<file path="src/rtl/imem_loader_pkg.sv">
// Shared definitions for the instruction-memory loader: FSM states and
// stream framing constants.
package imem_loader_pkg;

  // Loader FSM states.
  typedef enum logic [2:0] {
    StIdle,
    StHdr,
    StData,
    StWrite,
    StDone,
    StErr
  } ld_state_e;

  // Bytes per header word and per data word.
  localparam int unsigned HdrBytes = 4;

  // Width of the byte index within a word.
  localparam int unsigned IdxW = $clog2(HdrBytes);

endpackage

</file>
<file path="src/rtl/imem_loader_byte_packer.sv">
// Shifts stream bytes into a big-endian 32-bit word and flags the byte that
// completes a word.
module byte_packer
  import imem_loader_pkg::*;
(
  input  logic        clk_i,
  input  logic        rst_i,
  input  logic        clr_i,
  input  logic        byte_en_i,
  input  logic [7:0]  byte_i,
  output logic [31:0] word_o,
  output logic [31:0] next_word_o,
  output logic        word_done_o
);

  logic [IdxW-1:0] idx_q, idx_d;
  logic [31:0]     shift_q, shift_d;

  // Next-state of the shifter; the first byte of a word ends up in bits 31:24.
  always_comb begin
    idx_d   = idx_q;
    shift_d = shift_q;
    if (clr_i) begin
      idx_d = '0;
    end else if (byte_en_i) begin
      idx_d   = idx_q + 1'b1;  // wraps to 0 after the last byte of a word
      shift_d = {shift_q[23:0], byte_i};
    end
  end

  // Word outputs; next_word_o lets the FSM decide on the completing byte itself.
  always_comb begin
    word_o      = shift_q;
    next_word_o = {shift_q[23:0], byte_i};
    word_done_o = byte_en_i && !clr_i && (idx_q == IdxW'(HdrBytes - 1));
  end

  // Shifter and byte index registers; reset drops any partial word.
  always_ff @(posedge clk_i) begin
    if (rst_i) begin
      idx_q   <= '0;
      shift_q <= '0;
    end else begin
      idx_q   <= idx_d;
      shift_q <= shift_d;
    end
  end

endmodule

</file>
<file path="src/rtl/imem_loader.sv">
// Streams a length-prefixed big-endian program image into instruction memory
// while holding the CPU, then releases it once the whole image is written.
module imem_loader
  import imem_loader_pkg::*;
#(
  parameter int unsigned DEPTH     = 64,
  parameter logic [31:0] BASE_ADDR = 32'h0
) (
  input  logic        clk,
  input  logic        reset,
  input  logic        start,
  input  logic        byte_valid,
  input  logic [7:0]  byte_data,
  output logic        byte_ready,
  output logic        imem_we,
  output logic [31:0] imem_addr,
  output logic [31:0] imem_wdata,
  output logic        cpu_hold,
  output logic        load_done,
  output logic        load_err
);

  ld_state_e   state_q, state_d;
  logic [31:0] k_q, k_d;  // index of the word being written
  logic [31:0] n_q, n_d;  // word count from the header

  logic        accept;
  logic        pk_clr;
  logic [31:0] pk_word;
  logic [31:0] pk_next_word;
  logic        pk_word_done;

  byte_packer u_byte_packer (
    .clk_i       (clk),
    .rst_i       (reset),
    .clr_i       (pk_clr),
    .byte_en_i   (accept),
    .byte_i      (byte_data),
    .word_o      (pk_word),
    .next_word_o (pk_next_word),
    .word_done_o (pk_word_done)
  );

  // Next-state, word counter and header length.
  always_comb begin
    state_d = state_q;
    k_d     = k_q;
    n_d     = n_q;
    pk_clr  = 1'b0;
    unique case (state_q)
      StIdle: begin
        if (start) begin
          state_d = StHdr;
          pk_clr  = 1'b1;
        end
      end
      StHdr: begin
        if (pk_word_done) begin
          n_d = pk_next_word;
          k_d = '0;
          if (pk_next_word == 32'd0) begin
            state_d = StDone;
          end else if (pk_next_word > 32'(DEPTH)) begin
            state_d = StErr;
          end else begin
            state_d = StData;
          end
        end
      end
      StData: begin
        if (pk_word_done) begin
          state_d = StWrite;
        end
      end
      StWrite: begin
        k_d = k_q + 32'd1;
        // n_q never exceeds DEPTH here, so k_q + 1 cannot wrap in this compare.
        if (k_q + 32'd1 < n_q) begin
          state_d = StData;
        end else begin
          state_d = StDone;
        end
      end
      StDone, StErr: begin
        if (start) begin
          state_d = StHdr;
          k_d     = '0;
          pk_clr  = 1'b1;
        end
      end
      default: state_d = StIdle;
    endcase
  end

  // Outputs decode from state; reset forces the idle values in the same cycle.
  always_comb begin
    byte_ready = !reset && ((state_q == StHdr) || (state_q == StData));
    accept     = byte_valid && byte_ready;
    imem_we    = !reset && (state_q == StWrite);
    imem_addr  = reset ? BASE_ADDR : BASE_ADDR + (k_q << 2);
    imem_wdata = imem_we ? pk_word : 32'd0;
    cpu_hold   = reset || (state_q != StDone);
    load_done  = !reset && (state_q == StDone);
    load_err   = !reset && (state_q == StErr);
  end

  // State, word counter and length registers.
  always_ff @(posedge clk) begin
    if (reset) begin
      state_q <= StIdle;
      k_q     <= '0;
      n_q     <= '0;
    end else begin
      state_q <= state_d;
      k_q     <= k_d;
      n_q     <= n_d;
    end
  end

endmodule

</file>
<file path="config.mk">
export PLATFORM = sky130hd
export DESIGN_NAME = imem_loader
export DESIGN_NICKNAME = d
export VERILOG_FILES = /design/src/rtl/imem_loader_pkg.sv /design/src/rtl/imem_loader_byte_packer.sv /design/src/rtl/imem_loader.sv
export SDC_FILE = /design/constraint.sdc
export NUM_CORES = 1
export LEC_CHECK = 0
export CAP_MARGIN = 0
export CORE_MARGIN = 3
export CORE_UTILIZATION = 41
export CTS_CLUSTER_DIAMETER = 40
export DETAILED_ROUTE_END_ITERATION = 6
export PLACE_DENSITY = 0.63
export SLEW_MARGIN = 20
export SYNTH_ARGS = -nofsm -noshare
export SYNTH_HDL_FRONTEND = slang
export SYNTH_HIERARCHICAL = 1
export SYNTH_SLANG_ARGS = --single-unit
</file>
<file path="constraint.sdc">
create_clock -name clk -period 8.5 [get_ports clk]
set_input_delay 1.7 -clock clk [delete_from_list [all_inputs] [get_ports clk]]
set_output_delay 1.7 -clock clk [all_outputs]
set_load 0.03 [all_outputs]
</file>
==> flow_metrics.py <==
metrics = {
    "logic_synthesis": {
        "synth_top_area_cell": "dfxtp_1",
        "synth_top_area_share_pct": 32.7,
        "synth_cells": 773,
        "yosysSeqAreaShare_pct": 32.7,
        "synth_cell_types": 54,
        "synth_warnings": 6,
        "ys.flop_type": "dfxtp_1",
        "synth_area_sq_um": 6180,
        "synthArstFlopShare_pct": 0,
        "ys_ff_latch": 101,
        "postSynthAreaPerCell_sq_um": 8.00,
        "synth_edf_count": 0,
        "synthTopCellsByArea": "dfxtp_1, ha_1, nand2_1, a21oi_1, buf_4",
    },
    "routing": {
        "viasPerCell": 5.38,
        "via_count": 5230,
        "postRouteAntennaNets": 0,
        "drc_errors": 0,
        "drt-total-wl_um": 15400,
        "drt-pass1-iter-count": 5,
        "wl_per_cell_um": 15.9,
        "drt_iter0_markers": 374,
    },
    "sta": {
        "worst_slew_pin_slew_ns": 1.07,
        "setup_viol": 0,
        "period_minus_slack_ns": 5.71,
        "hold_violations": 0,
        "relSlewSlack_pct": 28.8,
        "finalCritPeriodShare_pct": 67.1,
        "drv_slew": 0,
        "finClkSkew_ns": 0.00786,
        "fin_tns_setup_ns": 0,
        "fmax_mhz": 175,
        "rsz0062_at_grt": "no",
    },
    "cells_and_area": {
        "syn_to_final_growth_pct": 14.4,
        "final_cell_mix": "dfxtp_1, nand2_1, clkdlybuf4s50_1",
        "stdcell_area_sq_um": 7080,
        "nets": 828,
        "num_antenna_cells": 0,
        "final_common_cell": "dfxtp_1",
        "drive_above_1_share_pct": 3.68,
    },
    "clocking": {
        "cts_tree": "built",
        "path_clk_slew_ns": 0.07,
        "cts_resized": 0,
        "root_buffer": "clkbuf_16",
        "insertion_delay_ns": 0.35,
        "h-tree-depth": 3,
        "cts_setup_buffers": 0,
        "numCtsBuffers": 9,
        "clockBufferDepth": 2,
        "cts_hold_buf": 0,
        "clock_sinks": 101,
    },
    "floorplan": {
        "start_util_pct": 42.2,
        "rows": 44,
        "die_w_um": 129,
        "io-pin-count": 81,
        "die_h_um": 129,
        "coreArea_sq_um": 14600,
        "die_area_sq_um": 16600,
    },
    "worst_setup_path": {
        "crit_required_ns": 6.80,
        "cp_data_arrival_time_ns": 4.01,
        "critPathLaunchType": "input port",
        "rr_startpoint": "state_q[1]",
        "rrSetupSlack_ns": 4.68,
        "end_kind": "output pin",
        "critPathMaxFanout": 39,
        "worstSetupStartpoint": "reset",
        "worstSetupPathType": "input port to output pin",
        "reg2regPathDepth": 10,
        "crit_end": "imem_wdata[6]",
        "r2r-end": "k_q[20]",
    },
    "power_and_ir_drop": {
        "power_leakage_nw": 2.62,
        "power_density_nw_per_um2": 136,
        "power.switching_w": 0.000225,
        "seq_power_share_pct": 49.8,
        "comb_power_share_pct": 4.8,
        "vdd_drop_max_v": 0.0000833,
        "p_int_w": 0.000735,
        "clock_power_share_pct": 45.4,
        "netSwitchingFraction_pct": 23.4,
    },
    "grt": {
        "grt_first_pass_wirelength_um": 25400,
        "grt.total_usage_pct": 18.7,
        "antenna_found_initial": 0,
        "grt_pass1_vias": 5071,
        "grt_overflow": 0,
        "grt_max_degree": 80,
    },
    "placement": {
        "place_area_sq_um": 6750,
        "dp_hpwl_um": 11400,
        "gp_congestion": 0.851,
        "port_buffers": 78,
    },
    "min_path": {
        "whs_path_depth": 2,
        "hold_class": "register to register",
    },
    "outcome": {
        "status": "complete, no violations",
    },
    "job": {
        "drv_cap": 0,
    },
}
-- power groups by stage --
stage | Combinational, W | Clock, W | Sequential, W
2_1_floorplan | 0.0000383 | 0 | 0.000487
3_5_place_dp | 0.0000454 | 0 | 0.000489
3_3_place_gp | 0.0000441 | 0 | 0.000489
5_1_grt | 0.0000499 | 0.000462 | 0.000478
6_report | 0.0000462 | 0.000436 | 0.000478
4_1_cts | 0.0000456 | 0.000443 | 0.000478
-- registers in the layout, indices dropped and copies added (netlist names) --
name                  flops
k_q                      32
n_q                      32
state_q                   3
u_byte_packer/idx_q       2
u_byte_packer/word_o     32
-- per-stage QoR --
step	cells	hold slack (ns)	power, W	worst slack (ns)	util [%]
after floorplan	774	0.436	0.000525	3.98	-
after global placement	956	0.446	0.000533	2.90	46.1
after detailed placement	956	0.450	0.000534	2.78	46.1
after CTS	972	0.459	0.000966	2.78	48.2
after global routing	972	0.484	0.000990	2.63	48.3
final	972	0.456	0.000960	2.79	48.3
-- how the worst min path moves through the flow --
stage / startpoint / to / slack [ns]
final: n_q[1] / n_q[1] / 0.46
after global routing: n_q[5] / n_q[5] / 0.48
after CTS: n_q[5] / n_q[5] / 0.46
after detailed placement: n_q[5] / n_q[5] / 0.45
after global placement: n_q[17] / n_q[17] / 0.45
after floorplan: n_q[10] / n_q[10] / 0.44
-- cell usage after synthesis, types with 9 or more instances --
cell type,count
nor2_1,18
ha_1,33
dfxtp_1,101
nand2_1,92
nor2b_1,31
a21oi_1,59
or3_1,9
nor3_1,14
clkbuf_1,40
nand2b_1,36
nand3_1,19
mux2i_1,25
nor4_1,15
o21ai_0,28
nand4_1,15
buf_4,35
a22o_1,10
xnor2_1,20
xor2_1,12
and2_1,35
inv_1,42
-- layout make-up --
cell class              instances  area (sq um)
inverters                      42           158
repair buffers                 83           816
clock buffers                  10           239
clock inverters                 6          77.6
flip-flops and latches        101          2020
multi-input cells             546          3530
fillers                      1437          7570
well taps                     184           230
-- worst max-delay path, stage by stage --
cell	delay [ns]
buf_4	0.21
inv_1	0.13
nand3_1	0.09
buf_4	0.25
inv_1	0.32
buf_4	0.39
and2_1	0.19
clkdlybuf4s50_1	0.67
-- cells by family after synthesis --
group,after synthesis,share of synthesized area (%)
compound gates,145,14.2
xor+xnor,32,4.53
fa+ha+maj,33,6.68
buf+inv,127,10.4
flops,101,32.7
mux,25,4.05
other cells,1,0.0606
simple gates,309,27.4
-- routing by layer --
metal	vias up	wire length (um)	part of all wire [%]	track usage, %
li1	2645	-	-	-
met1	2414	7590	49	26.3
met2	148	6940	45	29.7
met3	23	636	4.1	2.66
met4	0	272	1.8	6.24
met5	-	0	0	0
Note: power is estimated with default switching activity, not from simulation.
